[src/rtl/comb_truth_scanner_if.sv]
// rtl/comb_truth_scanner_if.sv - control, status and stage-drive signals of the truth-table scanner
interface comb_truth_scanner_if;
    logic       start;
    logic       Y;
    logic       A;
    logic       B;
    logic       C;
    logic       busy;
    logic       done;
    logic       pass;
    logic [7:0] capture;
    logic [7:0] mismatch;

    // host side: requests scans, closes the loop through the combinational stage
    modport master (
        output start,
        output Y,
        input  A,
        input  B,
        input  C,
        input  busy,
        input  done,
        input  pass,
        input  capture,
        input  mismatch
    );

    // scanner side
    modport slave (
        input  start,
        input  Y,
        output A,
        output B,
        output C,
        output busy,
        output done,
        output pass,
        output capture,
        output mismatch
    );
endinterface

[src/rtl/comb_truth_scanner.sv]
// rtl/comb_truth_scanner.sv - exhaustive 3-input truth-table scanner with expected-mask compare
module comb_truth_scanner #(
    parameter logic [7:0] EXPECTED = 8'hB4,
    parameter int         SETTLE   = 1
) (
    input  logic                 clk,
    input  logic                 rst_n,
    comb_truth_scanner_if.slave  bus
);
    localparam logic [1:0] S_IDLE   = 2'd0;
    localparam logic [1:0] S_SETTLE = 2'd1;
    localparam logic [1:0] S_SAMPLE = 2'd2;
    localparam logic [1:0] S_DONE   = 2'd3;

    // last settle count before the sample cycle; SETTLE is 1..15 so this fits 4 bits
    localparam logic [3:0] SETTLE_LAST = 4'(SETTLE - 1);

    logic [1:0] state;
    logic [2:0] idx;
    logic [3:0] cnt;
    logic [2:0] abc;
    logic       pass_q;
    logic [7:0] capture_q;
    logic [7:0] mismatch_q;

    // scan sequencer: drive vector, wait SETTLE cycles, sample Y, advance; compare after vector 7
    always_ff @(posedge clk or negedge rst_n) begin
        if (!rst_n) begin
            state      <= S_IDLE;
            idx        <= 3'd0;
            cnt        <= 4'd0;
            abc        <= 3'd0;
            pass_q     <= 1'b0;
            capture_q  <= 8'h00;
            mismatch_q <= 8'h00;
        end else begin
            case (state)
                S_IDLE: begin
                    abc <= 3'd0;
                    if (bus.start) begin
                        idx       <= 3'd0;
                        cnt       <= 4'd0;
                        capture_q <= 8'h00;
                        state     <= S_SETTLE;
                    end
                end
                S_SETTLE: begin
                    abc <= idx;
                    if (cnt == SETTLE_LAST) begin
                        cnt   <= 4'd0;
                        state <= S_SAMPLE;
                    end else begin
                        cnt <= cnt + 4'd1;
                    end
                end
                S_SAMPLE: begin
                    capture_q[idx] <= bus.Y;
                    if (idx == 3'd7) begin
                        // bit 7 is being captured this very edge, so splice Y in directly
                        pass_q     <= ({bus.Y, capture_q[6:0]} == EXPECTED);
                        mismatch_q <= {bus.Y, capture_q[6:0]} ^ EXPECTED;
                        state      <= S_DONE;
                    end else begin
                        idx   <= idx + 3'd1;
                        state <= S_SETTLE;
                    end
                end
                default: begin
                    abc   <= 3'd0;
                    state <= S_IDLE;
                end
            endcase
        end
    end

    assign bus.A        = abc[2];
    assign bus.B        = abc[1];
    assign bus.C        = abc[0];
    assign bus.busy     = (state != S_IDLE);
    assign bus.done     = (state == S_DONE);
    assign bus.pass     = pass_q;
    assign bus.capture  = capture_q;
    assign bus.mismatch = mismatch_q;
endmodule
[src/flat_wrapper.sv]
// flat-port wrapper written by rule: the top's interface ports become plain ports
module comb_truth_scanner_flat 
#(
    parameter logic [7:0] EXPECTED = 8'hB4,
    parameter int         SETTLE   = 1
)
  (clk, rst_n, bus_start, bus_Y, bus_A, bus_B, bus_C, bus_busy, bus_done, bus_pass, bus_capture, bus_mismatch);
  comb_truth_scanner_if bus_i ();
  input  logic clk;
  input  logic rst_n;
  input wire logic [$bits(bus_i.start)-1:0] bus_start;
  input wire logic [$bits(bus_i.Y)-1:0] bus_Y;
  output wire logic [$bits(bus_i.A)-1:0] bus_A;
  output wire logic [$bits(bus_i.B)-1:0] bus_B;
  output wire logic [$bits(bus_i.C)-1:0] bus_C;
  output wire logic [$bits(bus_i.busy)-1:0] bus_busy;
  output wire logic [$bits(bus_i.done)-1:0] bus_done;
  output wire logic [$bits(bus_i.pass)-1:0] bus_pass;
  output wire logic [$bits(bus_i.capture)-1:0] bus_capture;
  output wire logic [$bits(bus_i.mismatch)-1:0] bus_mismatch;
  assign bus_i.start = bus_start;
  assign bus_i.Y = bus_Y;
  assign bus_A = bus_i.A;
  assign bus_B = bus_i.B;
  assign bus_C = bus_i.C;
  assign bus_busy = bus_i.busy;
  assign bus_done = bus_i.done;
  assign bus_pass = bus_i.pass;
  assign bus_capture = bus_i.capture;
  assign bus_mismatch = bus_i.mismatch;
  comb_truth_scanner #(.EXPECTED(EXPECTED), .SETTLE(SETTLE)) u_core (.clk(clk), .rst_n(rst_n), .bus(bus_i));
endmodule
[config.mk]
export PLATFORM = sky130hd
export DESIGN_NAME = comb_truth_scanner_flat
export DESIGN_NICKNAME = d
export VERILOG_FILES = /design/src/rtl/comb_truth_scanner_if.sv /design/src/rtl/comb_truth_scanner.sv /design/src/flat_wrapper.sv
export SDC_FILE = /design/constraint.sdc
export NUM_CORES = 1
export LEC_CHECK = 0
export CORE_UTILIZATION = 50
export DETAILED_ROUTE_END_ITERATION = 8
export HOLD_SLACK_MARGIN = 0.03
export MAX_ROUTING_LAYER = met4
export PLACE_DENSITY = 0.77
export SYNTH_ARGS = -nofsm -noshare
export SYNTH_HDL_FRONTEND = slang
export SYNTH_SLANG_ARGS = --single-unit
[constraint.sdc]
create_clock -name clk -period 2 [get_ports clk]
set_input_delay 0.3 -clock clk [delete_from_list [all_inputs] [get_ports clk]]
set_output_delay 0.3 -clock clk [all_outputs]
set_load 0.01 [all_outputs]
## After elaboration in Yosys (flattened, before gate mapping)

Index checks and enable logic that the tools add are counted.

| storage, ports and cells | value |
|---|---|
| register bits after elaboration | 29 |
| output and inout port bits | 22 |
| logic and storage cells | 47 |

| operators by class | value |
|---|---|
| add/sub/neg operators | 2 |
| $lt $le $gt $ge | 2 |
| equal/unequal tests | 8 |
| muxes and demuxes | 16 |
| bitwise operators | 1 |
| reductions and logical operators | 11 |

Operators with widths:

| kind | count |
|---|---|
| 8-bit one-hot mux with 2 select lines | 1 |
| 3-bit one-hot mux with 2 select lines | 2 |
| 8-bit bitwise mux | 1 |
| 8-bit == test (second input constant) | 1 |
| 4-bit two-way mux | 2 |
| 8-bit two-way mux | 1 |
| 4-bit one-hot mux with 2 select lines | 1 |
| 2-bit AND reduction | 4 |
| 2-bit two-way mux | 3 |
| 3-bit two-way mux | 2 |
| 2-bit one-hot mux with 3 select lines | 1 |
| 2-bit nonzero test | 3 |
| 4-bit by 1-bit adder with 4-bit output (second input constant) | 1 |
| 2-bit == test (second input constant) | 2 |
| 4-bit zero test | 1 |
| 3-bit by 4-bit less-than comparator with 1-bit output (second input constant) | 1 |
| 2-bit != test (second input constant) | 2 |
| 4-bit inverter | 1 |
| 3-bit by 1-bit adder with 3-bit output (second input constant) | 1 |
| 1-bit demux with 3-bit select | 1 |
| 3-bit == test (second input constant) | 1 |
| 3-bit by 1-bit >= comparator with 1-bit output (second input constant) | 1 |
| 3-bit AND reduction | 1 |
| 2-bit by 1-bit == test with 1-bit output (second input constant) | 1 |
| other kinds (4) | 4 |

## Longest topological paths before layout

| depth | value |
|---|---|
| word-level depth | 6 |
| mapped depth | 6 |
| gate-level depth less buffers | 5 |

## Worst setup path after synthesis

Ideal clock, no wire load.

| path | value |
|---|---|
| kind | reg-to-reg |
| start point | register u_core.idx[0] |
| end point | register u_core.mismatch_q[0], in the netlist u_core.bus.mismatch[0] |
| setup time | 0.125 ns |
| data arrival time | 1.329 ns |
| data required time | 1.875 ns |
| setup slack | 0.546 ns |
| stages on the path, launching flop included | 5 |
| period minus slack after synthesis | 1.454 ns |
| cells stage by stage | dfrtp_1 > ha_1 > ha_1 > nand3b_2 > mux2_2 |

| on the way | value |
|---|---|
| cells in the longest elaborated chain, start to end | 2 |

RTL lines:

| what | RTL line | RTL |
|---|---|---|
| from (decl) | comb_truth_scanner.sv:19 | `logic [2:0] idx;` |
| from (signal assigned) | comb_truth_scanner.sv:64 | `idx <= idx + 3'd1;` |
| 3-bit == test | comb_truth_scanner.sv:58 | `if (idx == 3'd7) begin` |
| 2-bit AND reduction (no source line) | -- |  |
| to (signal assigned) | comb_truth_scanner.sv:61 | `mismatch_q <= {bus.Y, capture_q[6:0]} ^ EXPECTED;` |
| to (decl) | comb_truth_scanner.sv:24 | `logic [7:0] mismatch_q;` |

No other way between the ends.
A chain may end at the register's enable or synchronous reset.

## Worst setup path in the final report

| path | value |
|---|---|
| start point | register u_core.state[0] |
| end point | output bus_busy |

| on the way | value |
|---|---|
| cells in the longest elaborated chain, start to end | 1 |

RTL lines:

| what | RTL line | RTL |
|---|---|---|
| from (decl) | comb_truth_scanner.sv:18 | `logic [1:0] state;` |
| from (signal assigned) | comb_truth_scanner.sv:29 | `state <= S_IDLE;` |
| from (signal assigned) | comb_truth_scanner.sv:44 | `state <= S_SETTLE;` |
| from (signal assigned) | comb_truth_scanner.sv:51 | `state <= S_SAMPLE;` |
| 2-bit nonzero test | comb_truth_scanner.sv:79 | `assign bus.busy = (state != S_IDLE);` |
| to (decl) | flat_wrapper.sv:16 | `output wire logic [$bits(bus_i.busy)-1:0] bus_busy;` |

No other way between the ends.

==> run metrics <==
via count=995; worst vdd ir=0.852 mV; hold crit path type=input pin to asynchronous set/reset pin; CP max-delay cell=dfrtp_2; die area=2930 sq um; first-pass GRT wire length=roughly 4200 microns; fin crit share=0.947; top cell type's share of synthesized area=0.534; Worst Setup End Kind=primary output; pwr/cell area=1100 nW/um^2; Sink Count=29; Least-Margin Pin Slew=0.359 ns; largest net degree at the start of global routing=30; critical path class=flop to primary output; core area=2520 sq um; clock root buffer=clkbuf_4; area grow syn2layout=24.7%; Total GRT Usage=0.212; post-CTS setup repair buffer count=0; Setup-failing EPs final=0; final WL=2550 microns; startpoint types=flop; Syn Area/Cell=roughly 12 sq um; setup_tns=0 ns; Tmin final=1.89 ns; fmax=528 MHz; fin util=0.672; antenna viol nets, final=0; routability cong.=~0.8; crit path max fanout=14; Initial Utilization=0.539; total global routing overflow=0; CP max stage delay=0.51 ns; share of layout cells above drive strength 1=0.154; HPWL after detailed placement=1840 microns; status=completed; Finished Layout Cells=179; I/O Buffers=25; # DRC=0; # rows=18; Worst-path clk slew=roughly 0.09 ns; CTS buffer count=5; relative slew slack=0.761; routed len/inst=14.2 microns; multi-input combinational cell area=roughly 600 sq um; vias per cell=between 5 and 6; critical-path cell list=or2_2 > clkdlybuf4s50_1; cell count after placement=between 150 and 200; vias in the first global route=between 900 and 1k; most area-consuming cells after synthesis=dfrtp_1 53%, a22o_1 5.8%, mux2i_1 4.4%, nand2_1 4.4%, mux2_2 4.1%; initial antenna violation count=0; max-cap check violation count=0; largest area contributor in the netlist=dfrtp_1; Worst EP arrival=1.59 ns; CTS Hold Bufs=0; Ports=26; Placed Area=between 1500 and 2000 sq um; Nets=156; First DRT Iteration DRCs=14; first-pass detailed-route iteration total=4; Syn. warnings=0; syn nets=between 100 and 150; post-synth cell types=32; worst skew pair latency=0.31 ns; die width=54.2 microns; CTS tree=yes; register area=approximately 730 sq um; fill cell count=roughly 200; n_diodes=0; Power Total=1870 uW; synthesized area=about 1400 sq um; register area share after synthesis=0.534; LEAKAGE=0.000771 uW; post-route cell area=1700 sq um; fin. max-slew vios=0; Die Span Y=between 50 and 60 microns; skew final=0.00721 ns; Final Hold Viols=0; Worst EP required=1.70 ns; clk buf depth=2; Yosys reg bits=29; RSZ-0062 raised after global routing=false; Cells after Synth=118; cts repair resizes=0; htree depth=2
## worst paths after layout
check	start	end	slack, ns	depth (start not counted)
max reg2reg	u_core.idx[0]$_DFFE_PN0P_	u_core.bus.mismatch[0]$_DFFE_PN0P_	0.28	4
min in group clk	u_core.bus.mismatch[2]$_DFFE_PN0P_	u_core.bus.mismatch[2]$_DFFE_PN0P_	0.49	2
min reg2reg	u_core.bus.mismatch[2]$_DFFE_PN0P_	u_core.bus.mismatch[2]$_DFFE_PN0P_	0.49	2
max	u_core.state[0]$_DFFE_PN0P_	bus_busy	0.11	2
min	rst_n	u_core.bus.pass$_DFFE_PN0P_	0.35	2
max in group asynchronous	rst_n	u_core.state[0]$_DFFE_PN0P_	1.36	2
## layer usage
| layer | track usage | up-vias | part of all wire |
|---|---|---|---|
| met2 | 0.321 | 17 | 0.46 |
| met5 | - | - | 0 |
| met4 | 0.0897 | 0 | 0.0075 |
| met1 | 0.265 | 491 | 0.49 |
| li1 | - | 485 | - |
| met3 | 0.0593 | 2 | 0.040 |
## area by class of cell
class,count,area share
Sequential cell,29,0.429
Multi-Input combinational cell,80,0.347
Timing Repair Buffer,29,0.165
Clock buffer,6,0.0244
Tap cell,30,0.0221
Inverter,3,0.00664
Clock inverter,2,0.00590
## power by group
part	internal, uW	switching [uW]	leakage [uW]
logic	383	332	0.000361
registers	709	125	0.000378
clock network	134	189	0.0000320
## cells by family after synthesis
family	Yosys count	share of synthesized area
multiplexers	11	0.0856
flip-flops	29	0.534
buffers and inverters	9	0.0340
adder cells (fa/ha/maj)	4	0.0368
AO/OA/AOI/OAI	26	0.145
AND/OR/NAND/NOR	39	0.165
## per-stage QoR
step / hold WS, ns / setup WS (ns)
finish: 0.350 / 0.106
CTS: 0.358 / 0.0368
global placement: 0.466 / 0.340
global route: 0.411 / 0.0347
detailed placement: 0.476 / 0.277
floorplan: 0.00441 / 0.546
## cell usage after synthesis (all sizes together)
library cell  count
o21ai             7
nand4             1
dfrtp            29
ha                4
nand2            16
or2               1
o31ai             2
o21bai            2
buf               6
nand2b            2
nor2b             3
nand3             3
mux2              5
o41ai             1
nor2              3
o211ai            1
a22o              9
or4               1
a21boi            1
a21o              1
nand3b            4
or3b              1
inv               3
nor3b             3
and2              1
o311ai            2
mux2i             6
## sequential cells by signal (all words and copies together), names as in the netlist
register,cells
u_core.bus.pass,1
u_core.bus.mismatch,8
u_core.state,2
u_core.idx,3
u_core.cnt,4
u_core.bus.capture,8
u_core.abc,3
## cells in the final DEF, fill, tap and decap left out, drive strengths merged, types with 3 or more instances in the layout
cell / synthesis / layout
buf: 6 / 4
nand3: 3 / 3
mux2: 5 / 5
clkbuf: 0 / 6
inv: 3 / 3
nor2: 3 / 3
dfrtp: 29 / 29
clkdlybuf4s50: 0 / 25
nand3b: 4 / 4
nor3b: 3 / 3
a22o: 9 / 9
nor2b: 3 / 3
mux2i: 6 / 6
nand2: 16 / 16
ha: 4 / 4
o21ai: 7 / 7
## worst max-delay path: cells and delay by family, from the launching register on
kind	cells	cell delay (ns)
buffers and inverters	1	0.48
flip-flops	1	0.51
AND/OR/NAND/NOR	1	0.30
Power figures use the tool's default switching activity.
